--- config.mk ---
export PLATFORM = sky130hd
export DESIGN_NAME = spi_neopix_multi
export DESIGN_NICKNAME = d
export VERILOG_FILES = /design/src/rtl/spi_neopix_multi.sv
export SDC_FILE = /design/constraint.sdc
export NUM_CORES = 1
export LEC_CHECK = 0
export CORE_UTILIZATION = 50
export DETAILED_ROUTE_END_ITERATION = 6
export GPL_TIMING_DRIVEN = 0
export MAX_ROUTING_LAYER = met4
export PLACE_DENSITY = 0.77
export SYNTH_ARGS = -nofsm -noshare
export SYNTH_HDL_FRONTEND = slang
export SYNTH_SLANG_ARGS = --single-unit
--- constraint.sdc ---
create_clock -name CLK -period 8.2 [get_ports CLK]
set_input_delay 1.64 -clock CLK [delete_from_list [all_inputs] [get_ports CLK]]
set_output_delay 1.64 -clock CLK [all_outputs]
set_load 0.005 [all_outputs]
--- src/rtl/spi_neopix_multi.sv ---
// Shared SPI slave that loads per-channel staging buffers, with an independent
// WS2812 serializer per channel driving DO from the last committed frame.
module spi_neopix_multi #(
    parameter int NUM_CH   = 2,
    parameter int NUM_LEDS = 8,
    parameter int BPP      = 24,
    parameter int T0H_CYC  = 20,
    parameter int T1H_CYC  = 40,
    parameter int BIT_CYC  = 63,
    parameter int RST_CYC  = 3000
) (
    input  logic              CLK,
    input  logic              RST_N,
    input  logic              SCK,
    input  logic              MOSI,
    input  logic [NUM_CH-1:0] SSEL,
    output logic [NUM_CH-1:0] DO,
    output logic [NUM_CH-1:0] BUSY,
    output logic [NUM_CH-1:0] ERR
);
    localparam int FB   = NUM_LEDS * BPP;
    localparam int RXW  = $clog2(FB + 2);
    localparam int IDXW = $clog2(FB + 1);
    localparam int CMAX = (RST_CYC > BIT_CYC) ? RST_CYC : BIT_CYC;
    localparam int CW   = $clog2(CMAX + 1);
    localparam int CHW  = (NUM_CH > 1) ? $clog2(NUM_CH) : 1;

    localparam logic [CW-1:0]   C_T0H    = CW'(T0H_CYC - 1);
    localparam logic [CW-1:0]   C_T1H    = CW'(T1H_CYC - 1);
    localparam logic [CW-1:0]   C_T0L    = CW'(BIT_CYC - T0H_CYC - 1);
    localparam logic [CW-1:0]   C_T1L    = CW'(BIT_CYC - T1H_CYC - 1);
    localparam logic [CW-1:0]   C_GAP    = CW'(RST_CYC - 1);
    localparam logic [RXW-1:0]  RX_FULL  = RXW'(FB);
    localparam logic [RXW-1:0]  RX_SAT   = RXW'(FB + 1);
    localparam logic [IDXW-1:0] IDX_LAST = IDXW'(FB - 1);

    typedef enum logic [1:0] {S_IDLE, S_HIGH, S_LOW, S_GAP} state_t;

    logic              r_sck_m, r_sck_s, r_sck_d;
    logic              r_mosi_m, r_mosi_s;
    logic [NUM_CH-1:0] r_ssel_m, r_ssel_s, r_ssel_d;
    logic              r_act;
    logic [CHW-1:0]    r_act_ch;
    logic [RXW-1:0]    r_rx_cnt;
    logic [NUM_CH-1:0] r_err;

    logic              w_sck_rise, w_any_fall, w_rel;
    logic [CHW-1:0]    w_sel_ch;
    logic [NUM_CH-1:0] w_select, w_commit;
    logic [IDXW-1:0]   w_wr_idx;

    always_ff @(posedge CLK or negedge RST_N) begin
        if (!RST_N) begin
            r_sck_m  <= 1'b0;
            r_sck_s  <= 1'b0;
            r_sck_d  <= 1'b0;
            r_mosi_m <= 1'b0;
            r_mosi_s <= 1'b0;
            r_ssel_m <= '1;
            r_ssel_s <= '1;
            r_ssel_d <= '1;
        end else begin
            r_sck_m  <= SCK;
            r_sck_s  <= r_sck_m;
            r_sck_d  <= r_sck_s;
            r_mosi_m <= MOSI;
            r_mosi_s <= r_mosi_m;
            r_ssel_m <= SSEL;
            r_ssel_s <= r_ssel_m;
            r_ssel_d <= r_ssel_s;
        end
    end

    assign w_sck_rise = r_sck_s & ~r_sck_d;
    assign w_any_fall = |(r_ssel_d & ~r_ssel_s);
    assign w_rel      = r_act & r_ssel_s[r_act_ch] & ~r_ssel_d[r_act_ch];
    // first received bit lands in the MSB so the serializer can shift left
    assign w_wr_idx   = IDXW'(FB - 1) - IDXW'(r_rx_cnt);

    always_comb begin
        w_sel_ch = '0;
        for (int i = NUM_CH - 1; i >= 0; i--) begin
            if (!r_ssel_s[i]) w_sel_ch = CHW'(i);
        end
        for (int i = 0; i < NUM_CH; i++) begin
            w_select[i] = ~r_act & w_any_fall & (w_sel_ch == CHW'(i));
            w_commit[i] = w_rel & (r_act_ch == CHW'(i)) & (r_rx_cnt == RX_FULL);
        end
    end

    always_ff @(posedge CLK or negedge RST_N) begin
        if (!RST_N) begin
            r_act    <= 1'b0;
            r_act_ch <= '0;
            r_rx_cnt <= '0;
            r_err    <= '0;
        end else begin
            r_err <= '0;
            if (!r_act) begin
                if (w_any_fall) begin
                    r_act    <= 1'b1;
                    r_act_ch <= w_sel_ch;
                    r_rx_cnt <= '0;
                end
            end else if (w_rel) begin
                r_act <= 1'b0;
                if (r_rx_cnt != RX_FULL) r_err[r_act_ch] <= 1'b1;
            end else if (w_sck_rise && r_rx_cnt != RX_SAT) begin
                r_rx_cnt <= r_rx_cnt + 1'b1;
            end
        end
    end

    assign ERR = r_err;

    for (genvar g = 0; g < NUM_CH; g++) begin : g_ch
        state_t          r_state, w_nxt;
        logic [CW-1:0]   r_cnt, w_nxt_cnt;
        logic [IDXW-1:0] r_idx, w_nxt_idx;
        logic [FB-1:0]   r_stage, r_disp;
        logic            r_pend, r_do, r_busy;
        logic            w_start, w_shift, w_wr;

        assign w_wr = r_act & (r_act_ch == CHW'(g)) & w_sck_rise & (r_rx_cnt < RX_FULL);

        // buffers are never transmitted without a fresh commit, so no reset
        always_ff @(posedge CLK) begin
            if (w_wr) r_stage[w_wr_idx] <= r_mosi_s;
            if (w_start)      r_disp <= r_stage;
            else if (w_shift) r_disp <= {r_disp[FB-2:0], 1'b0};
        end

        always_ff @(posedge CLK or negedge RST_N) begin
            if (!RST_N) begin
                r_state <= S_IDLE;
                r_cnt   <= '0;
                r_idx   <= '0;
                r_pend  <= 1'b0;
                r_do    <= 1'b0;
                r_busy  <= 1'b0;
            end else begin
                r_state <= w_nxt;
                r_cnt   <= w_nxt_cnt;
                r_idx   <= w_nxt_idx;
                r_do    <= (w_nxt == S_HIGH);
                r_busy  <= (w_nxt != S_IDLE);
                if (w_commit[g])                r_pend <= 1'b1;
                else if (w_select[g] || w_start) r_pend <= 1'b0;
            end
        end

        always_comb begin
            w_nxt     = r_state;
            w_nxt_cnt = r_cnt;
            w_nxt_idx = r_idx;
            w_start   = 1'b0;
            w_shift   = 1'b0;
            case (r_state)
                S_IDLE: begin
                    if (r_pend) begin
                        w_start   = 1'b1;
                        w_nxt     = S_HIGH;
                        w_nxt_idx = '0;
                        w_nxt_cnt = r_stage[FB-1] ? C_T1H : C_T0H;
                    end
                end
                S_HIGH: begin
                    if (r_cnt == '0) begin
                        w_nxt     = S_LOW;
                        w_nxt_cnt = r_disp[FB-1] ? C_T1L : C_T0L;
                    end else begin
                        w_nxt_cnt = r_cnt - 1'b1;
                    end
                end
                S_LOW: begin
                    if (r_cnt != '0) begin
                        w_nxt_cnt = r_cnt - 1'b1;
                    end else if (r_idx == IDX_LAST) begin
                        w_nxt     = S_GAP;
                        w_nxt_cnt = C_GAP;
                    end else begin
                        w_shift   = 1'b1;
                        w_nxt     = S_HIGH;
                        w_nxt_idx = r_idx + 1'b1;
                        w_nxt_cnt = r_disp[FB-2] ? C_T1H : C_T0H;
                    end
                end
                S_GAP: begin
                    if (r_cnt == '0) w_nxt = S_IDLE;
                    else             w_nxt_cnt = r_cnt - 1'b1;
                end
                default: w_nxt = S_IDLE;
            endcase
        end

        assign DO[g]   = r_do;
        assign BUSY[g] = r_busy;
    end
endmodule

==> flow_metrics.env <==
export IMPL_most_common_layout_cells="edfxtp_1 (768), nand2_1 (657), nor2_1 (433)"
export IMPL_intPower_mw=6.91
export IMPL_grt_busiest_layer="met2"
export IMPL_crit_fanout=71
export IMPL_required_ns=8.49
export IMPL_num_fill_cells=4981
export IMPL_dpl_cell_area_sq_um=35000
export IMPL_finalCritPeriodShare_pct=43.4
export IMPL_vias_per_cell=5.62
export IMPL_synthFlopType="edfxtp_1"
export IMPL_place_ws_ns=4.69
export IMPL_drt_wl_total_mm=70.7
export IMPL_arrival_ns=3.85
export IMPL_cts_tree="built"
export IMPL_antenna_found_initial=1
export IMPL_rsz0062_at_grt="no"
export IMPL_holdPathStages=0
export IMPL_crit_path_start_kind="flip-flop"
export IMPL_row_count=94
export IMPL_synth_compound_area_share_pct=2.13
export IMPL_p_switching_mw=1.90
export IMPL_fin_area_sq_um=37700
export IMPL_grt_pass1_vias=20000
export IMPL_synth_edf_count=768
export IMPL_skew_ns=0.0173
export IMPL_tightest_slew_ns=1.24
export IMPL_powerDensity_nw_per_um2=233
export IMPL_syn_nets=2555
export IMPL_grtUsageMet2_pct=34.2
export IMPL_max_cap_viol_count=0
export IMPL_pin_count=12
export IMPL_cts_inserted_buffers=84
export IMPL_min_from="r_sck_m$_DFF_PN0_"
export IMPL_power_mw=8.81
export IMPL_final_setup_viol_count=0
export IMPL_clk_latency_ns=0.64
export IMPL_ys_ff_latch=841
export IMPL_async_flop_share_pct=8.68
export IMPL_synthMuxAreaShare_pct=6.53
export IMPL_numPortBuffers=11
export IMPL_yosysWarnings=0
export IMPL_synth_adder_area_share_pct=0.373
export IMPL_maxSlewHeadroom_pct=17.2
export IMPL_use_met1_pct=28.7
export IMPL_synth_top_family_by_area="simple AND/OR/NAND/NOR gates"
export IMPL_final_util_pct=57.1
export IMPL_synth_seq_area_share_pct=74.1
export IMPL_clkPwrFrac_pct=43.3
export IMPL_reg2reg_slack_ns=4.64
export IMPL_cellLeakagePower_nw=11.3
export IMPL_layout_drive_gt1_share_pct=13.8
export IMPL_postRouteAntennaNets=0
export IMPL_avgSynthCellArea_sq_um=13.2
export IMPL_initial_core_util_pct=50.8
export IMPL_die_area_sq_um=68200
export IMPL_die_h_microns=261
export IMPL_hold_buffers=0
export IMPL_core_sq_um=66100
export IMPL_synth_simple_area_share_pct=14.5
export IMPL_gp_congestion=0.860
export IMPL_end_kind="flip-flop"
export IMPL_cts_sinks=841
export IMPL_route_detailed_drc=5
export IMPL_grt_ovfl_total=0
export IMPL_clk_path_buf_depth=3
export IMPL_postCtsSetupRepairBufs=0
export IMPL_synthToLayoutAreaGrowth_pct=12.3
export IMPL_grt_use_total_pct=21.7
export IMPL_grt_pass1_wl_mm=110
export IMPL_final_hold_viol_count=0
export IMPL_whs_endpoint="r_sck_s$_DFF_PN0_"
export IMPL_layout_min_cycle_time_ns=3.56
export IMPL_synth_distinct_cells=65
export IMPL_min_path_type="reg2reg"
export IMPL_final_common_cell="edfxtp_1"
export IMPL_htreeDepth=3
export IMPL_p_comb_share_pct=3.6
export IMPL_worst_slack_ns=4.64
export IMPL_via_count=20100
export IMPL_syn_area_sq_um=33600
export IMPL_sw_frac_of_total_pct=21.5
export IMPL_r2r_cells=8
export IMPL_hpwl_mm=41.6
export IMPL_fmax_mhz=281
export IMPL_drv_slew=0
export IMPL_outcome="finished, violations left"
export IMPL_initialDrtViolationCount=2443
export IMPL_first_pass_iters=7
export IMPL_synth_xor_xnor_area_share_pct=0.443
export IMPL_die_w_microns=261
export IMPL_root_buffer="clkbuf_16"
export IMPL_syn_inst=2539
export IMPL_cts_resized=0
export IMPL_diodes=0
export IMPL_violations="design-rule violations"
export IMPL_use_met3_pct=3.73
export IMPL_nets=2660
export IMPL_pwr_share_seq_pct=53.1
export IMPL_clk_pin_slew_ns=0.06
export IMPL_r2r_end="g_ch[0].r_disp[139]$_DFFE_PP_"
export IMPL_critical_path_class="reg2reg"
export IMPL_ir_drop_mv=0.167
export IMPL_r2r_start="g_ch[0].r_cnt[0]$_DFFE_PN0P_"
export IMPL_grt_start_max_net_pins=113
export IMPL_wl_per_cell_microns=19.8
==> worst max-delay path: stages, from the launching register on <==
cell and delay (ns):
dfrtp_1 0.42, inv_1 0.13, ha_1 0.15, or4b_1 0.51, or4_4 0.49, nor2_1 0.20
nand2_1 0.16, nand2_4 0.69, buf_16 0.39
==> worst max path at each step <==
| stage | from | to | slack (ns) |
|---|---|---|---|
| finish | g_ch[0].r_cnt[0]$_DFFE_PN0P_ | g_ch[0].r_disp[139]$_DFFE_PP_ | 4.64 |
| global route | g_ch[0].r_cnt[0]$_DFFE_PN0P_ | g_ch[0].r_disp[139]$_DFFE_PP_ | 4.47 |
| CTS | g_ch[0].r_cnt[0]$_DFFE_PN0P_ | g_ch[0].r_disp[139]$_DFFE_PP_ | 4.69 |
| detailed placement | g_ch[0].r_cnt[0]$_DFFE_PN0P_ | g_ch[0].r_disp[137]$_DFFE_PP_ | 4.69 |
| global placement | r_mosi_s$_DFF_PN0_ | g_ch[1].r_stage[73]$_DFFE_PP_ | -1.26 |
| floorplan | g_ch[0].r_cnt[0]$_DFFE_PN0P_ | g_ch[0].r_disp[0]$_SDFFCE_PN0P_ | 1.81 |
==> power groups by stage <==
stage / logic, mW / registers, mW / clock network, mW
2_1_floorplan: 0.121 / 4.79 / 0
3_3_place_gp: 0.277 / 4.81 / 0
3_5_place_dp: 0.310 / 4.77 / 0
4_1_cts: 0.312 / 4.68 / 3.85
5_1_grt: 0.328 / 4.68 / 4.01
6_report: 0.314 / 4.68 / 3.81
==> cell type report <==
type / instances / area, sq um / area share, %
Sequential cell: 841 / 24900 / 66.0
Multi-Input combinational cell: 1537 / 8050 / 21.3
Clock buffer: 97 / 2190 / 5.81
Tap cell: 864 / 1080 / 2.87
Buffer: 147 / 593 / 1.57
Clock inverter: 53 / 522 / 1.38
Timing Repair Buffer: 19 / 328 / 0.869
Inverter: 14 / 60.1 / 0.159
==> cells in the mapped netlist (4+ instances only) <==
cell type,count,area (sq um)
mux2_2,192,2160
or2_2,9,56.3
inv_1,14,52.6
buf_4,4,30.0
or4_1,9,67.6
buf_1,4,15.0
or3_1,9,56.3
nand2b_1,5,31.3
ha_1,10,125
dfstp_2,6,158
o21ai_0,41,205
clkbuf_1,123,462
and3_1,4,25.0
a32o_1,4,40.0
buf_2,15,75.1
o211ai_1,4,30.0
and2_1,4,25.0
nand3_1,14,70.1
nor3_1,16,80.1
edfxtp_1,768,23100
nand2_1,658,2470
a31oi_1,7,43.8
nor2b_1,9,56.3
a21oi_1,19,95.1
dfrtp_1,67,1680
xor2_1,6,52.6
nor4_1,7,43.8
nand4_1,6,37.5
xnor2_1,11,96.3
nor2_1,433,1630
==> metal layers <==
| metal | wire length [microns] | vias to the layer above |
|---|---|---|
| met5 | 0 | - |
| met4 | 2100 | 0 |
| met3 | 5750 | 168 |
| met2 | 34100 | 853 |
| met1 | 28800 | 10000 |
| li1 | - | 9065 |
==> kinds of logic (layout without fill, tap and decap cells) <==
logic type,count (synthesis),after routing
AND/OR/NAND/NOR,1205,1205
adder cells (fa/ha/maj),10,10
AO/OA/AOI/OAI,110,110
multiplexers,195,195
XOR/XNOR,17,17
buffers and inverters,161,330
flip-flops,841,841
==> state kept, by name (all words and copies together), names as in the netlist <==
signal and cells:
g_ch.r_do 2, r_act_ch 1, r_rx_cnt 8, ERR 2, g_ch.r_disp 384, r_ssel_m 2
r_sck_d 1, g_ch.r_busy 2, g_ch.r_idx 16, g_ch.r_stage 384, r_ssel_s 2, r_mosi_s 1
r_ssel_d 2, r_mosi_m 1, g_ch.r_cnt 24, g_ch.r_pend 2, r_sck_m 1, g_ch.r_state 4
r_act 1, r_sck_s 1
==> per-stage QoR <==
stage          setup TNS [ns]  cells  hold WS, ns
2_1_floorplan               0   2539        0.331
3_3_place_gp          -484.70   3414        0.334
3_5_place_dp                0   3422        0.337
4_1_cts                     0   3572        0.354
5_1_grt                     0   3572        0.366
6_report                    0   3572        0.352
(Power assumes the default switching activity.)
